--- config.mk ---
export PLATFORM = sky130hd
export DESIGN_NAME = lcd_count_display_mc
export DESIGN_NICKNAME = d
export VERILOG_FILES = /design/src/rtl/lcd_pkg.sv /design/src/rtl/lcd_write_strobe.sv /design/src/rtl/lcd_count_display_mc.sv
export SDC_FILE = /design/constraint.sdc
export NUM_CORES = 1
export LEC_CHECK = 0
export ABC_AREA = 1
export CAP_MARGIN = 20
export CORE_MARGIN = 10
export CORE_UTILIZATION = 50
export CTS_CLUSTER_SIZE = 14
export DETAILED_ROUTE_END_ITERATION = 6
export HOLD_SLACK_MARGIN = 0.06
export PLACE_DENSITY_LB_ADDON = 0.2
export SKIP_CTS_REPAIR_TIMING = 1
export SYNTH_ARGS = -nofsm -noshare
export SYNTH_HDL_FRONTEND = slang
export SYNTH_HIERARCHICAL = 1
export SYNTH_SLANG_ARGS = --single-unit
--- constraint.sdc ---
create_clock -name clock -period 2.8 [get_ports clock]
set_clock_uncertainty 0.1 [all_clocks]
set_input_delay 0.56 -clock clock [delete_from_list [all_inputs] [get_ports clock]]
set_output_delay 0.56 -clock clock [all_outputs]
set_load 0.02 [all_outputs]
--- src/rtl/lcd_pkg.sv ---
// Shared state encoding, HD44780 command bytes and ASCII constants for the
// counter display driver.
package lcd_pkg;

  typedef enum logic [3:0] {
    S_PWRUP,
    S_INIT,
    S_CLRW,
    S_FIN,
    S_SNAP,
    S_ADDR1,
    S_LINE1,
    S_ADDR2,
    S_LINE2
  } state_t;

  localparam logic [7:0] FUNC_SET = 8'h38;
  localparam logic [7:0] DISP_ON  = 8'h0C;
  localparam logic [7:0] CLEAR    = 8'h01;
  localparam logic [7:0] ENTRY    = 8'h06;
  localparam logic [7:0] LINE1    = 8'h80;
  localparam logic [7:0] LINE2    = 8'hC0;

  localparam logic [7:0] SPACE = 8'h20;
  localparam logic [7:0] COLON = 8'h3A;
  localparam logic [7:0] QMARK = 8'h3F;
  localparam logic [7:0] ZERO  = 8'h30;

  function automatic logic [7:0] digit_char(input logic [3:0] nib);
    return (nib > 4'd9) ? QMARK : (ZERO + {4'd0, nib});
  endfunction

endpackage

--- src/rtl/lcd_write_strobe.sv ---
// Tick-paced 3-phase LCD writer: drive rs/D, raise E, drop E. rs/D are held
// from the setup tick until the next accepted write, so they never move while E is high.
module lcd_write_strobe (
  input  logic       clock,
  input  logic       rst_n,
  input  logic       tick,
  input  logic       start,
  input  logic       rs_in,
  input  logic [7:0] data_in,
  output logic       ready,
  output logic       en,
  output logic       rs,
  output logic [7:0] d
);

  logic [1:0] phase_q, phase_d;
  logic       en_q, en_d;
  logic       rs_q, rs_d;
  logic [7:0] d_q, d_d;

  always_ff @(posedge clock) begin
    if (!rst_n) begin
      phase_q <= 2'd0;
      en_q    <= 1'b0;
      rs_q    <= 1'b0;
      d_q     <= 8'h00;
    end else begin
      phase_q <= phase_d;
      en_q    <= en_d;
      rs_q    <= rs_d;
      d_q     <= d_d;
    end
  end

  // phase 0 idle/ready, 1 rs/D set up, 2 E high
  always_comb begin
    phase_d = phase_q;
    en_d    = en_q;
    rs_d    = rs_q;
    d_d     = d_q;
    case (phase_q)
      2'd0: if (tick && start) begin
        rs_d    = rs_in;
        d_d     = data_in;
        phase_d = 2'd1;
      end
      2'd1: if (tick) begin
        en_d    = 1'b1;
        phase_d = 2'd2;
      end
      2'd2: if (tick) begin
        en_d    = 1'b0;
        phase_d = 2'd0;
      end
      default: phase_d = 2'd0;
    endcase
  end

  assign ready = (phase_q == 2'd0);
  assign en    = en_q;
  assign rs    = rs_q;
  assign d     = d_q;

endmodule

--- src/rtl/lcd_count_display_mc.sv ---
// HD44780 2x16 driver showing NUM_CH labelled BCD counters, 8-char fields.
// Define LCD_LZ_BLANK_EN to blank leading zero digits (least digit always shown).
//
// state   | meaning
// S_PWRUP | wait PWRUP_TICKS after reset
// S_INIT  | issue init command idx (38, 0C, 01, 06)
// S_CLRW  | let clear write finish, then CLEAR_TICKS idle ticks
// S_FIN   | let last write finish; end of init or frame_done
// S_SNAP  | latch count into snapshot
// S_ADDR1 | cmd 0x80
// S_LINE1 | 16 data writes, line 1
// S_ADDR2 | cmd 0xC0
// S_LINE2 | 16 data writes, line 2
module lcd_count_display_mc
  import lcd_pkg::*;
#(
  parameter int          NUM_CH      = 4,
  parameter int          DIGITS      = 4,
  parameter logic [63:0] LABELS      = "NSSNEWWE",
  parameter int          CLK_DIV     = 50000,
  parameter int          PWRUP_TICKS = 20,
  parameter int          CLEAR_TICKS = 2
) (
  input  logic                       clock,
  input  logic                       rst_n,
  input  logic [NUM_CH*4*DIGITS-1:0] count,
  output logic                       frame_done,
  output logic                       busy_init,
  output logic                       en,
  output logic                       rs,
  output logic                       rw,
  output logic [7:0]                 D
);

  localparam int CW = NUM_CH * 4 * DIGITS;
  localparam int TW = $clog2(CLK_DIV);
`ifdef LCD_LZ_BLANK_EN
  localparam bit LZ_BLANK = 1'b1;
`else
  localparam bit LZ_BLANK = 1'b0;
`endif

  logic [TW-1:0] tick_cnt_q, tick_cnt_d;
  logic          tick;
  state_t        state_q, state_d;
  logic [15:0]   cnt_q, cnt_d;
  logic [3:0]    idx_q, idx_d;
  logic          busy_q, busy_d;
  logic          fd_q, fd_d;
  logic [CW-1:0] snap_q, snap_d;
  logic          wr_start, wr_rs, wr_ready;
  logic [7:0]    wr_data;

  // pos 0..31 -> line pos/16, col pos%16; channel fields are 8 columns wide
  function automatic logic [7:0] frame_char(input logic [4:0] pos, input logic [CW-1:0] snap);
    int         p, ch, f;
    logic [3:0] nib;
    logic       lz;
    logic [7:0] c;
    p  = int'(pos);
    ch = (p / 16) * 2 + (p % 16) / 8;
    f  = p % 8;
    c  = SPACE;
    lz = 1'b1;
    if (ch < NUM_CH) begin
      if (f == 0)      c = 8'(LABELS >> (8 * (7 - 2 * ch)));
      else if (f == 1) c = 8'(LABELS >> (8 * (6 - 2 * ch)));
      else if (f == 2) c = COLON;
      for (int j = 0; j < DIGITS; j++) begin
        nib = 4'(snap >> (4 * (ch * DIGITS + DIGITS - 1 - j)));
        if (j == f - 3)
          c = (LZ_BLANK && lz && (j != DIGITS - 1) && (nib == 4'd0)) ? SPACE : digit_char(nib);
        if (nib != 4'd0) lz = 1'b0;
      end
    end
    return c;
  endfunction

  always_comb begin
    tick       = (tick_cnt_q == TW'(CLK_DIV - 1));
    tick_cnt_d = tick ? '0 : tick_cnt_q + 1'b1;
  end

  always_ff @(posedge clock) begin
    if (!rst_n) begin
      tick_cnt_q <= '0;
      state_q    <= S_PWRUP;
      cnt_q      <= 16'd0;
      idx_q      <= 4'd0;
      busy_q     <= 1'b1;
      fd_q       <= 1'b0;
      snap_q     <= '0;
    end else begin
      tick_cnt_q <= tick_cnt_d;
      state_q    <= state_d;
      cnt_q      <= cnt_d;
      idx_q      <= idx_d;
      busy_q     <= busy_d;
      fd_q       <= fd_d;
      snap_q     <= snap_d;
    end
  end

  // a write is accepted on the tick where the writer is ready and start is high
  always_comb begin
    state_d  = state_q;
    cnt_d    = cnt_q;
    idx_d    = idx_q;
    busy_d   = busy_q;
    fd_d     = 1'b0;
    snap_d   = snap_q;
    wr_start = 1'b0;
    wr_rs    = 1'b0;
    wr_data  = 8'h00;
    case (state_q)
      S_PWRUP: if (tick) begin
        if (cnt_q == 16'(PWRUP_TICKS - 1)) begin
          state_d = S_INIT;
          cnt_d   = 16'd0;
          idx_d   = 4'd0;
        end else cnt_d = cnt_q + 16'd1;
      end
      S_INIT: begin
        wr_start = 1'b1;
        case (idx_q[1:0])
          2'd0:    wr_data = FUNC_SET;
          2'd1:    wr_data = DISP_ON;
          2'd2:    wr_data = CLEAR;
          default: wr_data = ENTRY;
        endcase
        if (wr_ready && tick) begin
          cnt_d = 16'd0;
          if (idx_q == 4'd2)      state_d = S_CLRW;
          else if (idx_q == 4'd3) state_d = S_FIN;
          else                    idx_d   = idx_q + 4'd1;
        end
      end
      // two ticks finish the clear strobe, then CLEAR_TICKS idle ticks
      S_CLRW: if (tick) begin
        if (cnt_q == 16'(CLEAR_TICKS + 1)) begin
          state_d = S_INIT;
          idx_d   = 4'd3;
        end else cnt_d = cnt_q + 16'd1;
      end
      S_FIN: if (tick) begin
        if (cnt_q == 16'd1) begin
          state_d = S_SNAP;
          if (busy_q) busy_d = 1'b0;
          else        fd_d   = 1'b1;
        end else cnt_d = cnt_q + 16'd1;
      end
      S_SNAP: begin
        snap_d  = count;
        state_d = S_ADDR1;
      end
      S_ADDR1: begin
        wr_start = 1'b1;
        wr_data  = LINE1;
        if (wr_ready && tick) begin
          state_d = S_LINE1;
          idx_d   = 4'd0;
        end
      end
      S_LINE1: begin
        wr_start = 1'b1;
        wr_rs    = 1'b1;
        wr_data  = frame_char({1'b0, idx_q}, snap_q);
        if (wr_ready && tick) begin
          if (idx_q == 4'd15) state_d = S_ADDR2;
          else                idx_d   = idx_q + 4'd1;
        end
      end
      S_ADDR2: begin
        wr_start = 1'b1;
        wr_data  = LINE2;
        if (wr_ready && tick) begin
          state_d = S_LINE2;
          idx_d   = 4'd0;
        end
      end
      S_LINE2: begin
        wr_start = 1'b1;
        wr_rs    = 1'b1;
        wr_data  = frame_char({1'b1, idx_q}, snap_q);
        if (wr_ready && tick) begin
          if (idx_q == 4'd15) begin
            state_d = S_FIN;
            cnt_d   = 16'd0;
          end else idx_d = idx_q + 4'd1;
        end
      end
      default: state_d = S_PWRUP;
    endcase
  end

  lcd_write_strobe u_wr (
    .clock   (clock),
    .rst_n   (rst_n),
    .tick    (tick),
    .start   (wr_start),
    .rs_in   (wr_rs),
    .data_in (wr_data),
    .ready   (wr_ready),
    .en      (en),
    .rs      (rs),
    .d       (D)
  );

  assign frame_done = fd_q;
  assign busy_init  = busy_q;
  assign rw         = 1'b0;

endmodule
==> impl_metrics.csv <==
group,metric,value,unit
final_layout,nets,1152,
worst_setup_path,worst_r2r_endpoint,"u_wr/d[2]",
worst_setup_path,required,3.02,ns
grt,grt_max_degree,80,
clocking,cts_tree,"yes",
place,place_area,7520,sq um
routing,firstDrtPassIters,5,
timing,fin_tns_setup,0,ns
pwr,power_frac_seq,0.400,
grt,antenna_found_initial,0,
final_layout,final_common_cell,"nand2_1",
worst_setup_path,crit_end,"u_wr/d[2]",
synthesis,synth_area,6680,sq um
worst_setup_path,critPathArrivalTime,2.64,ns
synthesis,avgSynthCellArea,6.58,sq um
clocking,cts_buffers,17,
timing,slew_violations,0,
clocking,root_buffer,"clkbuf_16",
clocking,clk_path_buf_depth,2,
routing,drt_first_iter_violations,425,
synthesis,yosysUniqueCellTypes,50,
timing,slew_headroom,0.543,
worst_setup_path,r2r_cells,15,
routing,totalWireLength,18.0,mm
clocking,clock_sinks,118,
floorplanning,initial_core_util,0.508,
grt,grt_use_total,0.201,
final_layout,design_area,8170,sq um
final_layout,layout-drive-gt1-share,0.111,
routing,ant_nets,0,
synthesis,yosys_warnings,6,
worst_setup_path,cp-startpoint,"idx_q[1]",
timing,hold_violations,0,
floorplanning,die_area,18400,sq um
grt,grt_pass1_vias,6261,
worst_setup_path,cp-start-kind,"register",
pwr,power_density,516,nW/um^2
synthesis,synth_nets,1088,
pwr,power_leakage,3.43,nW
place,portBuffers,77,
job,max_cap_viol_count,0,
timing,fmax,413,MHz
grt,grt_pass1_wl,30.3,mm
worst_setup_path,r2r-start,"idx_q[1]",
synthesis,netlist_instances,1015,
pwr,internal-power,0.00336,W
floorplanning,die_w,136,um
grt,gr-total-overflow,0,
pwr,power_switching,0.000860,W
pwr,p_comb_frac,0.032,
final_layout,n_antenna_cell,0,
synthesis,ys_seq_elements,118,
clocking,htree_levels,4,
routing,routedWlPerCell,14.2,um
final_layout,mostFrequentLayoutCells,"nand2_1 (208), nor2_1 (182), dfxtp_1 (118), o21ai_0 (96), nand3_1 (80)",
pwr,ir_drop,0.418,mV
worst_setup_path,endpoint_kind,"register",
worst_setup_path,crit_type,"register to register",
worst_setup_path,cp_max_fo,7,
floorplanning,num_io_pins,79,
floorplanning,die-height,136,um
clocking,clk_pin_slew,0.05,ns
routing,vias_per_cell,5.16,
final_layout,syn_to_final_growth,22.4,%
clocking,clk_latency,0.43,ns
place,gp_congestion,0.964,
pwr,clkPwrFrac,0.568,
timing,fin_crit,2.42,ns
floorplanning,core_area,13100,sq um
timing,layout_worst_path_cycle_share,0.864,
final_layout,fillers,1286,
place,hpwl,13.2,mm
hold_path,hp-class,"register to register",
timing,rsz0062_at_grt,"no",
worst_setup_path,r2r_setup_slack,0.38,ns
timing,setup_violations,0,
floorplanning,rows,42,
pwr,power_switching_share,0.204,
run_status,status,"completed",
routing,vias,6546,
synthesis,ys_seq_area_frac,0.354,
routing,drc,0,
timing,worst_pin_slew,0.686,ns
[how the worst min path moves through the flow]
stage | start | endpoint | cells past startpoint
floorplan | tick_cnt_q[0] | tick_cnt_q[0] | 1
CTS | u_wr/en | u_wr/en | 2
global placement | u_wr/en | u_wr/en | 2
detailed placement | u_wr/en | u_wr/en | 2
global route | u_wr/en | u_wr/en | 2
finish | u_wr/en | u_wr/en | 2
[per-layer routing]
| layer | part of all wire | global-route usage |
|---|---|---|
| met1 | 0.46 | 0.249 |
| met2 | 0.47 | 0.325 |
| met3 | 0.045 | 0.0482 |
| met4 | 0.025 | 0.0825 |
| met5 | 0 | 0 |
[cell families (layout without fill, tap and decap cells)]
kind of cell | after synthesis | in the layout | synth area share
xor+xnor | 11 | 11 | 0.0144
buf+inv | 139 | 216 | 0.0916
mux | 2 | 2 | 0.00300
simple gates | 553 | 553 | 0.371
other cells | 1 | 1 | 0.000562
flops | 118 | 118 | 0.354
fa+ha+maj | 7 | 7 | 0.0131
compound gates | 184 | 184 | 0.152
[per-stage QoR]
step	hold slack (ns)	utilization	total power (W)	setup slack (ns)	cells
floorplan	0.318	-	0.00176	0.746	1015
global placement	0.329	0.572	0.00186	0.419	1236
detailed placement	0.333	0.572	0.00186	0.400	1236
CTS	0.341	0.622	0.00424	0.391	1268
global route	0.361	0.622	0.00434	0.106	1268
finish	0.338	0.622	0.00422	0.380	1268
[critical path, cell delays in order (launching register included)]
cell and delay [ns]:
dfxtp_1 0.44, ha_1 0.37, inv_1 0.10, nand2_1 0.11, nand2_2 0.09, nand2_1 0.17, nand2_1 0.13, inv_2 0.08
nand3_1 0.10, or2_1 0.23, nand3_1 0.08, nand3_1 0.07, clkinv_1 0.05, nand3_1 0.07, nand2_1 0.08, nor2_2 0.04
[sequential cells by signal, summed over array words and instances, names as in the netlist, 2 cells and up]
name          flops
state_q           4
cnt_q            16
u_wr/d            8
u_wr/phase_q      2
tick_cnt_q       16
snap_q           64
idx_q             4
[synthesized netlist by cell type, drive strengths merged]
cell type / count / area share
and2: 2 / 0.0019
o22ai: 2 / 0.0019
clkbuf: 18 / 0.010
a211oi: 2 / 0.0022
conb: 1 / 0.00056
a31oi: 4 / 0.0037
a21oi: 71 / 0.061
dfxtp: 118 / 0.35
and3: 2 / 0.0019
o21bai: 2 / 0.0028
nor3b: 2 / 0.0022
buf: 23 / 0.025
mux2i: 2 / 0.0030
o21a: 2 / 0.0022
nor2: 205 / 0.13
inv: 90 / 0.051
nor4: 2 / 0.0019
xor2: 11 / 0.014
ha: 7 / 0.013
nand4: 15 / 0.016
o21ai: 99 / 0.076
clkinv: 8 / 0.0052
nand3: 88 / 0.073
o211ai: 2 / 0.0030
or2: 9 / 0.0084
nor3: 8 / 0.0067
nand2: 220 / 0.13
[area by class of cell]
class,count,area [sq um],share of cell area
clock buffer,21,480,0.0588
sequential,118,2360,0.289
inverter,98,375,0.0459
tap,176,220,0.0269
multi-input combinational,758,3700,0.453
clock inverter,11,171,0.0210
timing repair buffer,86,858,0.105
[power by group through the flow]
stage                     clock network, W  registers [W]  logic (W)
after floorplan                          0        0.00172  0.0000378
after global placement                   0        0.00172   0.000136
after detailed placement                 0        0.00172   0.000137
after CTS                          0.00241        0.00169   0.000137
after global routing               0.00250        0.00169   0.000150
final                              0.00239        0.00169   0.000137
No activity file was read; power rests on OpenSTA's default activity.
==> variant 1 (same flow settings) <==
Remove the register `fd_q`: a continuous assignment takes its place, so the output `frame_done` follows one clock earlier.
--- a/src/rtl/lcd_count_display_mc.sv
+++ b/src/rtl/lcd_count_display_mc.sv
@@ -89,5 +89,4 @@
       idx_q      <= 4'd0;
       busy_q     <= 1'b1;
-      fd_q       <= 1'b0;
       snap_q     <= '0;
     end else begin
@@ -97,8 +96,9 @@
       idx_q      <= idx_d;
       busy_q     <= busy_d;
-      fd_q       <= fd_d;
       snap_q     <= snap_d;
     end
   end
+
+  assign fd_q = fd_d;
 
   // a write is accepted on the tick where the writer is ready and start is high
Behaviour: same outputs for any inputs over 4 cycles, from zero or initial values and one cycle with rst_n low; that may be too few to reach the edited logic, so the function may still have changed.
==> variant 1 against the unedited design <==
Setup slack lost 130 ps. Area after synthesis increased by 2.4%. Final area up 1.4%. Sequential cell count shrank 1. Clock power decreased by 12%. Final cell count rose by 3.7%. Critical endpoint is now frame_done. Global-route usage is 0.44 points lower. Wire length grew 0.55%. Largest power group unchanged. Total power fell by 7.3%. Die area grew 2.0%.
==> variant 1: results (changes against the unedited design) <==
first-pass GRT wire length 30000 µm (-0.73%); top post-synthesis cells by area dfxtp_1 (34%), nand2_1 (12%), nor2_1 (10%); pin count of the biggest net entering global routing 86 (+7.5%); Final nets 1199 (+4.1%); sequential area share after synthesis 0.343 (-0.0112); met1 wire length 8310 µm (+0.62%); number of global-route vias before repair 6278 (+0.27%); DR top layer met4; DP HPWL 13100 µm (-0.85%); outcome finished, final reports clean; Ant. Diodes 0 (unchanged); prevailing post-synth register cell dfxtp_1; Worst Path Max Fanout 4 (-3); DR WL met3 762 µm (-6.5%); clock root buffer clkbuf_16; Int Power 3.07 mW (-8.4%); share of cells above drive strength 1 0.120 (+0.00948); Total GRT Usage 0.196 (-0.00439); Met2 Wirelength 8810 µm (+3.5%); Synth top cells by count nand2_1 (226), nor2_1 (186), dfxtp_1 (117), o21ai_0 (98), inv_1 (90); latest clock arrival within the worst-skew pair 420 ps; Placer Congestion 0.957 (-0.74%); DP Area 7700 µm² (+2.4%); WHS Path Cells 2 (unchanged); via count 6802 (+3.9%); clk buf depth 2 (unchanged); post-synth top area share 0.343 (-0.0112); Leakage 3.49 nW (+2.0%); largest registers snap_q: 64 flops, cnt_q: 16 flops, tick_cnt_q: 16 flops; VDD IR max 0.369 mV (-12%); Netlist cell types 44 (-12%); routed length per instance 13.8 µm (-3.0%); Iteration-0 DRC Markers 571 (+34%); initial antenna violation count 0 (unchanged); path depth of the worst reg2reg path 14 (-1); pre-CTS WS 306 ps (-93.9 ps); worst slew pin tran 774 ps (+88.6 ps)
-- variant 1: per-layer routing --
metal  GRT usage  up-vias
li1            -     3545
met5           0        -
met4      0.0685        0
met3      0.0495       19
met2       0.322      172
met1       0.244     3066
-- variant 1: power groups by stage --
stage | combinational, mW | sequential [mW] | clock (mW)
floorplan | 0.0406 | 1.71 | 0
global placement | 0.139 | 1.71 | 0
detailed placement | 0.140 | 1.71 | 0
CTS | 0.141 | 1.67 | 2.13
global route | 0.153 | 1.67 | 2.21
finish | 0.140 | 1.67 | 2.10
-- variant 1: metrics by stage --
| step | setup TNS (ps) | cells |
|---|---|---|
| 5_1_grt | 0 | 1315 |
| 2_1_floorplan | 0 | 1058 |
| 4_1_cts | -138 | 1315 |
| 3_3_place_gp | 0 | 1283 |
| 6_report | 0 | 1315 |
| 3_5_place_dp | 0 | 1283 |
-- variant 1: worst max-delay path: stages, from the launching register on --
cell and delay (ps):
dfxtp_1 360, ha_1 210, nand3_2 110, nor2_1 150, nand3_1 120, inv_1 90, nand4_1 110, nor2_1 100
dlymetal6s2s_1 230
-- variant 1: logic make-up after synthesis --
family / after synthesis / share of synthesized area
buf+inv: 153 / 0.0973
compound gates: 194 / 0.153
fa+ha+maj: 7 / 0.0128
simple gates: 578 / 0.383
xor+xnor: 6 / 0.00769
flops: 117 / 0.343
mux: 2 / 0.00293
other cells: 1 / 0.000548
-- variant 1: final cells by class --
cell class | count | area [µm²]
Multi-Input combinational cell | 788 | 3830
Fill cell | 1299 | 5010
Clock buffer | 22 | 484
Sequential cell | 117 | 2340
Tap cell | 176 | 220
Clock inverter | 10 | 98.8
Inverter | 111 | 424
Timing Repair Buffer | 91 | 886
-- variant 1: path summary, 6_finish.rpt --
path | end | start | slack, ps
hold / removal | snap_q[26]$_SDFFE_PN0P_ | snap_q[26]$_SDFFE_PN0P_ | 350
setup reg to reg | u_wr/d[0]$_SDFFE_PN0P_ | idx_q[1]$_SDFFE_PN0P_ | 360
setup / recovery | frame_done | tick_cnt_q[0]$_SDFF_PP0_ | 250
hold reg to reg | snap_q[26]$_SDFFE_PN0P_ | snap_q[26]$_SDFFE_PN0P_ | 350
==> variant 2 (config.mk and constraints unchanged) <==
Without the edit above. `DIGITS`: 4 -> 2.
--- a/src/rtl/lcd_count_display_mc.sv
+++ b/src/rtl/lcd_count_display_mc.sv
@@ -16,5 +16,5 @@
 #(
   parameter int          NUM_CH      = 4,
-  parameter int          DIGITS      = 4,
+  parameter int          DIGITS      = 2,
   parameter logic [63:0] LABELS      = "NSSNEWWE",
   parameter int          CLK_DIV     = 50000,
Interface: changed (resized count); port bits go from 79 to 47. The function was not compared with the original's and may differ.
==> variant 2 against the unedited design <==
Setup slack worse by 11 ps. Critical endpoint is now u_wr/d[0]$_SDFFE_PN0P_. Total power is 47% lower. Wire length is 27% lower. Critical path type unchanged. Critical path depth is 2 lower. Final area is 29% lower. First-iteration DRC count is 11% lower. Sequential cell count is 32 lower. Area after synthesis is 24% lower.
==> variant 2: results (changes against the unedited design) <==
clock root buffer clkbuf_8; cells after synthesis 802 (-21%); GR Util met2 0.318 (-0.00710); area occupied by multi-input gates 2850 µm² (-23%); non-filler cells, final 978 (-23%); GRT met3 Usage 0.0340 (-0.0143); met1 usage 0.209 (-0.0400); pin count of the biggest net entering global routing 52 (-35%); non-clock buffer count in the final layout 53 (-38%); outcome finished, final reports clean; Non-clock inverters 97 (-1.0%); share of cells above drive strength 1 0.0923 (-0.0185); Total GRT Usage 0.178 (-0.0229); syn nets 844 (-22%); Worst EP arrival 2600 ps (-40 ps); Clk pin slew, worst setup/hold paths 90 ps (+40 ps); FF/Latch Area 1720 µm² (-27%); number of global-route vias before repair 4816 (-23%); DP HPWL 9860 µm (-25%); CLK BUF 10 (-52%); DP Area 5610 µm² (-25%); Post-Synth XOR/XNOR Area 0.0206 (+0.00616); DR WL met3 420 µm (-48%); r2r endpoint u_wr/d[0]$_SDFFE_PN0P_; P_clk 921 µW (-61%); first-pass GRT wire length 21900 µm (-28%); Synth top cells by count nand2_1 (162), nor2_1 (160), dfxtp_1 (86), inv_1 (80), nand3_1 (65); Cell Pwr Density 384 nW/µm² (-26%); met1 wire length 5930 µm (-28%); Clk network pwr share 0.413 (-0.155); clock network area share 0.0355 (-0.0443); adder-cell share of the synthesized area 0.0196 (+0.00649); total CTS buffers 9 (-8); final WL 13100 µm (-27%); comb_multi_in 593 (-22%); pre-CTS WS 434 ps (+34.0 ps)
variant 2: changes by cell type after synthesis, moves of 4 or more:
cell,unedited run,this run
nor2_1,182,160
nand2_1,208,162
buf_2,15,5
o21ai_0,96,62
a21oi_1,60,35
nand3_1,80,65
dfxtp_1,118,86
nand3_2,7,3
clkbuf_1,17,10
variant 2: worst max-delay path by stage:
stage,endpoint,slack [ps],cells past startpoint,startpoint
after floorplan,u_wr/d[0]$_SDFFE_PN0P_,800,13,idx_q[1]$_SDFFE_PN0P_
after global placement,u_wr/d[2]$_SDFFE_PN0P_,580,11,idx_q[0]$_SDFFE_PN0P_
after detailed placement,u_wr/d[0]$_SDFFE_PN0P_,430,13,idx_q[1]$_SDFFE_PN0P_
after CTS,u_wr/d[0]$_SDFFE_PN0P_,420,13,idx_q[1]$_SDFFE_PN0P_
after global routing,u_wr/d[0]$_SDFFE_PN0P_,120,11,idx_q[1]$_SDFFE_PN0P_
final,u_wr/d[0]$_SDFFE_PN0P_,370,13,idx_q[1]$_SDFFE_PN0P_
